[config.mk]
export PLATFORM = sky130hd
export DESIGN_NAME = byte_joining_ctrl
export DESIGN_NICKNAME = d
export VERILOG_FILES = /design/src/rtl/byte_joining_ctrl.sv
export SDC_FILE = /design/constraint.sdc
export NUM_CORES = 1
export LEC_CHECK = 0
export ABC_CLOCK_PERIOD_IN_PS = 1600
export BUFFER_PORTS_ARGS = -buffer_cell sky130_fd_sc_hd__buf_2
export CORE_ASPECT_RATIO = 0.6
export CORE_MARGIN = 5
export CORE_UTILIZATION = 35
export CTS_BUF_LIST = sky130_fd_sc_hd__clkbuf_16
export DETAILED_ROUTE_END_ITERATION = 12
export SKIP_CTS_REPAIR_TIMING = 1
export SKIP_LAST_GASP = 1
export SYNTH_ARGS = -nofsm -noshare
export SYNTH_HDL_FRONTEND = slang
export SYNTH_SLANG_ARGS = --single-unit
[constraint.sdc]
create_clock -name clk1M -period 1.6 [get_ports clk1M]
set_input_delay 0.32 -clock clk1M [delete_from_list [all_inputs] [get_ports clk1M]]
set_output_delay 0.32 -clock clk1M [all_outputs]
set_load 0.1 [all_outputs]
[src/rtl/byte_joining_ctrl.sv]
// Byte-joining sequencer: capture strobe, lane-select stepping, alignment/loss/overrun tracking.
// Optional group statistics counter enabled by defining BJ_CTRL_STATS_EN.
module byte_joining_ctrl #(
    parameter int unsigned ALIGN_HOLD = 2,
    parameter int unsigned STAT_W     = 16
) (
    input  logic              clk1M,
    input  logic              reset,
    input  logic              enable,
    input  logic [1:0]        lane_mode,
    input  logic [3:0]        lanes_ready,
    input  logic              word_stb,
    output logic              load_stb,
    output logic [1:0]        ctr_3,
    output logic              out_valid,
    output logic              busy,
    output logic              err_overrun,
    output logic              err_lane,
    output logic [STAT_W-1:0] group_count
);

    typedef enum logic [1:0] {StIdle, StAlign, StRun, StDrain} state_e;

    localparam logic [3:0] HoldCnt = 4'(ALIGN_HOLD);

    state_e     state_q, state_d;
    logic [1:0] mode_q, mode_d;
    logic [3:0] align_q, align_d;
    logic [1:0] guard_q, guard_d;   // cycles left before another strobe may be accepted
    logic       load_q, load_d;
    logic       valid_q, valid_d;
    logic [1:0] ctr_q, ctr_d;
    logic       busy_q, busy_d;
    logic       err_ov_q, err_ov_d;
    logic       err_lane_q, err_lane_d;

    logic [3:0] act_mask;
    logic [1:0] last_idx;
    logic       lanes_ok;

    always_comb begin
        act_mask = 4'b1111;
        last_idx = 2'd3;
        case (mode_q)
            2'b00: begin
                act_mask = 4'b0001;
                last_idx = 2'd0;
            end
            2'b01: begin
                act_mask = 4'b0011;
                last_idx = 2'd1;
            end
            default: begin
                act_mask = 4'b1111;
                last_idx = 2'd3;
            end
        endcase
    end

    assign lanes_ok = (lanes_ready & act_mask) == act_mask;

    always_comb begin
        state_d    = state_q;
        mode_d     = mode_q;
        align_d    = align_q;
        guard_d    = (guard_q != 2'd0) ? guard_q - 2'd1 : 2'd0;
        load_d     = 1'b0;
        valid_d    = 1'b0;
        ctr_d      = 2'd0;
        err_ov_d   = err_ov_q;
        err_lane_d = err_lane_q;

        unique case (state_q)
            StIdle: begin
                if (enable) begin
                    mode_d     = lane_mode;
                    align_d    = 4'd0;
                    guard_d    = 2'd0;
                    err_ov_d   = 1'b0;
                    err_lane_d = 1'b0;
                    state_d    = StAlign;
                end
            end
            StAlign: begin
                if (!enable) begin
                    state_d = StIdle;
                end else if (lanes_ok) begin
                    if (align_q + 4'd1 == HoldCnt) begin
                        state_d = StRun;
                        align_d = 4'd0;
                    end else begin
                        align_d = align_q + 4'd1;
                    end
                end else begin
                    align_d = 4'd0;
                end
            end
            StRun, StDrain: begin
                if (!lanes_ok) begin
                    // Lane loss wins over any strobe and aborts the group in flight
                    err_lane_d = 1'b1;
                    align_d    = 4'd0;
                    guard_d    = 2'd0;
                    state_d    = enable ? StAlign : StIdle;
                end else begin
                    if (load_q) begin
                        valid_d = 1'b1;
                        ctr_d   = 2'd0;
                    end else if (valid_q && ctr_q != last_idx) begin
                        valid_d = 1'b1;
                        ctr_d   = ctr_q + 2'd1;
                    end
                    if (state_q == StRun) begin
                        if (enable && word_stb) begin
                            if (guard_q == 2'd0) begin
                                load_d  = 1'b1;
                                guard_d = last_idx;
                            end else begin
                                err_ov_d = 1'b1;
                            end
                        end
                        if (!enable) begin
                            state_d = (load_d || valid_d) ? StDrain : StIdle;
                        end
                    end else if (!load_d && !valid_d) begin
                        state_d = StIdle;
                    end
                end
            end
            default: state_d = StIdle;
        endcase

        busy_d = (state_d != StIdle);
    end

    always_ff @(posedge clk1M) begin
        if (reset) begin
            state_q    <= StIdle;
            mode_q     <= 2'b00;
            align_q    <= 4'd0;
            guard_q    <= 2'd0;
            load_q     <= 1'b0;
            valid_q    <= 1'b0;
            ctr_q      <= 2'd0;
            busy_q     <= 1'b0;
            err_ov_q   <= 1'b0;
            err_lane_q <= 1'b0;
        end else begin
            state_q    <= state_d;
            mode_q     <= mode_d;
            align_q    <= align_d;
            guard_q    <= guard_d;
            load_q     <= load_d;
            valid_q    <= valid_d;
            ctr_q      <= ctr_d;
            busy_q     <= busy_d;
            err_ov_q   <= err_ov_d;
            err_lane_q <= err_lane_d;
        end
    end

    assign load_stb    = load_q;
    assign ctr_3       = ctr_q;
    assign out_valid   = valid_q;
    assign busy        = busy_q;
    assign err_overrun = err_ov_q;
    assign err_lane    = err_lane_q;

`ifdef BJ_CTRL_STATS_EN
    logic [STAT_W-1:0] grp_q;

    // A group counts once its last byte has been presented as valid
    always_ff @(posedge clk1M) begin
        if (reset) begin
            grp_q <= '0;
        end else if (valid_q && ctr_q == last_idx && grp_q != '1) begin
            grp_q <= grp_q + STAT_W'(1);
        end
    end

    assign group_count = grp_q;
`else
    assign group_count = '0;
`endif

endmodule

==> impl_metrics.tcl, run 1 <==
set metrics [dict create \
    status "complete, but fails checks" \
    violations "negative setup slack" \
    cp.required_ns 1.77 \
    critPathKind "reg2reg" \
    h-tree-depth 1 \
    clock-sinks 17 \
    nets 162 \
    nFillCells 263 \
    antenna_found_initial 0 \
    grt_pass1_vias 794 \
    gp_congestion 0.8155 \
    path_buf_inv 0 \
    grt_max_degree 17 \
    preCtsSetupSlack_ns -0.05228 \
    critPathMaxStageDelay_ns 0.47 \
    synth_seq_cells 17 \
    viasPerCell 4.751 \
    tns_ns -0.01051 \
    fin_cells 181 \
    syn_area_per_cell_um2 7.870 \
    final_cell_mix "conb_1, buf_2, nand2_1, a21oi_1, dfxtp_1" \
    clk_pin_slew_ns 0.05 \
    report.final.slew_viol_count 0 \
    max_freq_mhz 620.9 \
    die_w_um 78.17 \
    finalHoldViolCount 0 \
    fp.coreArea_um2 2592 \
    rsz0062_at_grt "true" \
    cts_root_buffer "clkbuf_16" \
    finClkSkew_ns 0.004242 \
    die_h_um 50.91 \
    ios 33 \
    die-area_um2 3979 \
    hold_slack_ns 0.3118 \
    period_share_pct 100.7 \
    drt_iter0_drc 45 \
    p_leak_nw 0.5129 \
    vias 860 \
    synth_cells 124 \
    start_util_pct 37.64 \
    post-dp-hpwl_mm 1.720 \
    hold_class "in2reg" \
    dr.pass1.iters 4 \
    start_kind "flop" \
    place_area_um2 1084 \
    floorplan.rows 14 \
    grt_pass1_wl_mm 3.684 \
    ys_warn_count 0 \
    routed_wl_mm 2.209 \
    power.total_mw 1.199 \
    final_util_pct 46.09 \
    powerDensity_nw_per_um2 1003 \
    grt.overflow.total 0 \
    netlist_area_um2 975.9 \
    crit_slowest_cell "or4b_1" \
    yosysSeqAreaShare_pct 34.87 \
    diodes 0 \
    fin_crit_ns 1.611 \
    clock_path_buffers 2 \
    areaGrowthSynthToFinish_pct 22.44 \
    layout-drive-gt1-share_pct 28.86 \
    finalSetupViolCount 1 \
    ir_drop_mv 0.3574 \
    clock_latency_ns 0.25 \
    critPathTopFamily "simple AND/OR/NAND/NOR gates" \
    cp.arrival_ns 1.78 \
    design_area_um2 1195 \
    cp_max_fo 4 \
    dp_cells 176 \
    path_cells "ha_4 > and2_4 > a21oi_1 > o21bai_1 > or4b_1 > a21oi_1" \
    routedWlPerCell_um 12.20 \
    ant_nets 0 \
    cap_violations 0 \
    place.port_buffers 16 \
    endpoint_kind "flop" \
    cp_common_cell "a21oi_1" \
    drc_errors 0 \
    cts_tree "done" \
    grtUsageTotal_pct 11.62 \
    numCtsBuffers 3 \
    yosys.cell_types.count 35 \
    setup_slack_ns -0.01051 \
]
[registers in the layout, summed over array words and instances (netlist names)]
register	flops
guard_q	2
ctr_3	2
err_lane	1
align_q	4
state_q	2
busy	1
mode_q	2
load_stb	1
out_valid	1
err_overrun	1
[synthesized netlist by cell type]
cell | instances | share of area (%)
o311ai_0 | 1 | 0.90
xnor2_1 | 1 | 0.90
a21oi_1 | 13 | 6.7
dfxtp_1 | 17 | 35
o21ai_0 | 6 | 3.1
and4_1 | 1 | 0.90
o21bai_1 | 1 | 0.77
clkbuf_1 | 2 | 0.77
or4b_1 | 1 | 1.0
nor3b_1 | 1 | 0.77
mux2i_2 | 1 | 1.4
a21o_1 | 1 | 0.77
nand2b_1 | 5 | 3.2
xor2_1 | 1 | 0.90
or2_2 | 2 | 1.3
nand2_1 | 13 | 5.0
inv_1 | 4 | 1.5
nor4_1 | 3 | 1.9
a21o_2 | 1 | 0.90
a31oi_1 | 1 | 0.64
conb_1 | 1 | 0.38
a211o_1 | 1 | 0.90
nor3_1 | 4 | 2.1
nor2b_2 | 1 | 0.90
nand3_1 | 6 | 3.1
or4_1 | 1 | 0.77
a21oi_4 | 1 | 1.7
nor2b_1 | 1 | 0.64
buf_4 | 16 | 12
nor2_1 | 10 | 3.8
nand4_1 | 1 | 0.64
and2_1 | 1 | 0.64
buf_2 | 1 | 0.51
nand2b_2 | 1 | 0.90
ha_1 | 2 | 2.6
[power by group]
part	internal, mW	switching [mW]
clock	0.332	0.163
combinational	0.0431	0.222
sequential	0.430	0.00885
total	0.805	0.394
[routing by layer]
layer	up-vias	track usage, %	wire, µm
met5	-	0	0
li1	445	-	-
met1	376	16.21	1111
met2	37	16.90	906
met3	2	3.509	161
met4	0	4.360	30
[cells by family (layout without fill, tap and decap cells)]
kind of cell | after synthesis | after routing | synth area share [%]
AOI/OAI and AO/OA | 26 | 26 | 16.28
xor gates and xnor gates | 2 | 2 | 1.795
adders and majority gates | 2 | 2 | 2.564
buffers and inverters | 23 | 33 | 15.13
DFF | 17 | 17 | 34.87
muxes | 1 | 1 | 1.410
other | 1 | 16 | 0.3842
and+or+nand+nor | 52 | 52 | 27.57
[worst min-delay path: cells and delay by family]
kind,cells,cell delay (ns)
buf+inv,1,0.10
simple gates,1,0.05
compound gates,1,0.05
[worst paths after layout]
path	startpoint	endpoint	slack [ns]	cells after the start
hold reg to reg	guard_q[0]	guard_q[0]	0.46	1
hold / removal	lane_mode[1]	mode_q[1]	0.31	3
setup reg to reg	align_q[1]	align_q[1]	-0.01	6
setup / recovery	align_q[1]	align_q[1]	-0.01	6
[cell type report]
cell class,instances,area [µm²],area share [%]
Timing Repair Buffer,25,147.6,12.36
Multi-Input combinational cell,99,564.3,47.22
Inverter,4,15.01,1.257
Clock buffer,3,75.07,6.283
Tap cell,32,40.04,3.351
Sequential cell,17,349.1,29.21
Clock inverter,1,3.754,0.3141
No activity file was read; power rests on OpenSTA's default activity.
==> run 2: changes to the inputs <==
HOLD_SLACK_MARGIN = 0.05   (was unset)
RECOVER_POWER = 25   (was unset)
SKIP_LAST_GASP = unset   (was 1)
==> run 2 against run 1 <==
The run still ends with negative setup slack left; largest power group unchanged; critical path type unchanged; routed wire length is the same; sequential cell count is the same; total power is essentially flat; count of clock-buffer cells in the layout is the same; via count is the same; global-route usage is the same; clock power is essentially flat; setup slack is essentially flat; utilization is the same; sequential power is essentially flat; register-to-register slack is essentially flat.
==> impl_metrics.tcl, run 2 (synthesized netlist as in run 1, its figures left out) <==
set metrics [dict create \
    status "complete, but fails checks" \
    violations "negative setup slack" \
    finalSetupViolCount 1 \
    regMostFlops "align_q" \
    ios 33 \
    critPathTopFamily "simple AND/OR/NAND/NOR gates" \
    rsz0062_at_grt "true" \
    final_cell_mix "conb_1, buf_2, nand2_1, a21oi_1, dfxtp_1" \
    largest_register_ffs 4 \
    grt_pass1_vias 794 \
    fin_crit_ns 1.611 \
    max_freq_mhz 620.9 \
    use_met2_pct 16.90 \
    hold_class "in2reg" \
    busiest_layer "met2" \
    clock_latency_ns 0.25 \
    endpoint_kind "flop" \
    worst_pin_slew_ns 0.5452 \
    powerDensity_nw_per_um2 1003 \
    clock-sinks 17 \
    setup_slack_ns -0.01051 \
    cp_max_fo 4 \
    swShare_pct 32.90 \
    p_comb_share_pct 22.1 \
    cp.required_ns 1.77 \
    die_w_um 78.17 \
    nFillCells 263 \
    clock_path_buffers 2 \
    path_cells "ha_4 > and2_4 > a21oi_1 > o21bai_1 > or4b_1 > a21oi_1" \
    finalHoldViolCount 0 \
    critPathKind "reg2reg" \
    internal-power_mw 0.8045 \
    slew_headroom_pct 63.81 \
    grt_use_met1_pct 16.21 \
    dr.pass1.iters 4 \
    place.port_buffers 16 \
    cp_common_cell "a21oi_1" \
    numCtsBuffers 3 \
    grt_max_degree 17 \
    crit_slowest_cell "or4b_1" \
    p_seq_share_pct 36.6 \
    routed_wl_mm 2.209 \
    clkPwrFrac_pct 41.3 \
    cts_root_buffer "clkbuf_16" \
    start_kind "flop" \
    grtUsageTotal_pct 11.62 \
    drc_errors 0 \
    die-area_um2 3979 \
    start_util_pct 37.64 \
    final_util_pct 46.09 \
    cp.arrival_ns 1.78 \
    vias 860 \
    h-tree-depth 1 \
    floorplan.rows 14 \
    hold_slack_ns 0.3118 \
    cap_violations 0 \
    critPathMaxStageDelay_ns 0.47 \
    ir_drop_mv 0.3574 \
    grt.overflow.total 0 \
    p_leak_nw 0.5116 \
    nets 162 \
    period_share_pct 100.7 \
    p_sw_mw 0.3944 \
    power.total_mw 1.199 \
    report.final.slew_viol_count 0 \
    grt_pass1_wl_mm 3.684 \
    post-dp-hpwl_mm 1.720 \
    finClkSkew_ns 0.004248 \
    diodes 0 \
    viasPerCell 4.751 \
    met3_usage_pct 3.509 \
    fp.coreArea_um2 2592 \
    areaGrowthSynthToFinish_pct 22.44 \
    path_buf_inv 0 \
    die_h_um 50.91 \
    layout-drive-gt1-share_pct 28.86 \
    ant_nets 0 \
    antenna_found_initial 0 \
    drt_iter0_drc 45 \
    gp_congestion 0.8155 \
    cts_tree "done" \
    clk_pin_slew_ns 0.05 \
    layout.cells.most_common "conb_1" \
    routedWlPerCell_um 12.20 \
]
## run 2: final timing paths
check          startpoint          to  slack, ns  cells after the start
max            align_q[1]  align_q[1]      -0.01                      6
min          lane_mode[1]   mode_q[1]       0.31                      3
max reg2reg    align_q[1]  align_q[1]      -0.01                      6
min reg2reg    guard_q[0]  guard_q[0]       0.46                      1
## run 2: layout make-up
type / instances / area (µm²) / area share, %
clock buffer: 3 / 75.07 / 6.283
clock inverter: 1 / 3.754 / 0.3141
inverter: 4 / 15.01 / 1.257
multi-input combinational: 99 / 564.3 / 47.22
sequential: 17 / 349.1 / 29.21
tap: 32 / 40.04 / 3.351
timing repair buffer: 25 / 147.6 / 12.36
## run 2: stage by stage
step	setup WS (ns)	area, µm²	TNS, ns	std cells
after floorplan	-0.01053	1036	-0.01053	139
after global placement	0.02742	1084	0	176
after detailed placement	-0.05228	1084	-0.07585	176
after CTS	-0.09428	1162	-0.1292	180
after global routing	-0.1246	1195	-0.1246	181
final	-0.01051	1195	-0.01051	181
## run 2: metal layers
| layer | vias up | routed length [µm] |
|---|---|---|
| li1 | 445 | - |
| met1 | 376 | 1112 |
| met2 | 37 | 904 |
| met3 | 2 | 161 |
| met4 | 0 | 30 |
| met5 | - | 0 |
## run 2: power by group through the flow
stage / sequential [mW] / combinational, mW / clock, mW
3_3_place_gp: 0.448 / 0.260 / 0
6_report: 0.439 / 0.265 / 0.495
2_1_floorplan: 0.456 / 0.245 / 0
5_1_grt: 0.439 / 0.278 / 0.530
3_5_place_dp: 0.448 / 0.262 / 0
4_1_cts: 0.439 / 0.263 / 0.508
## run 2: worst reg2reg max path: cells and delay by family, from the launching register on
| family | cells | cell delay, ns |
|---|---|---|
| simple gates | 2 | 0.62 |
| compound gates | 3 | 0.39 |
| flops | 1 | 0.36 |
| fa+ha+maj | 1 | 0.17 |
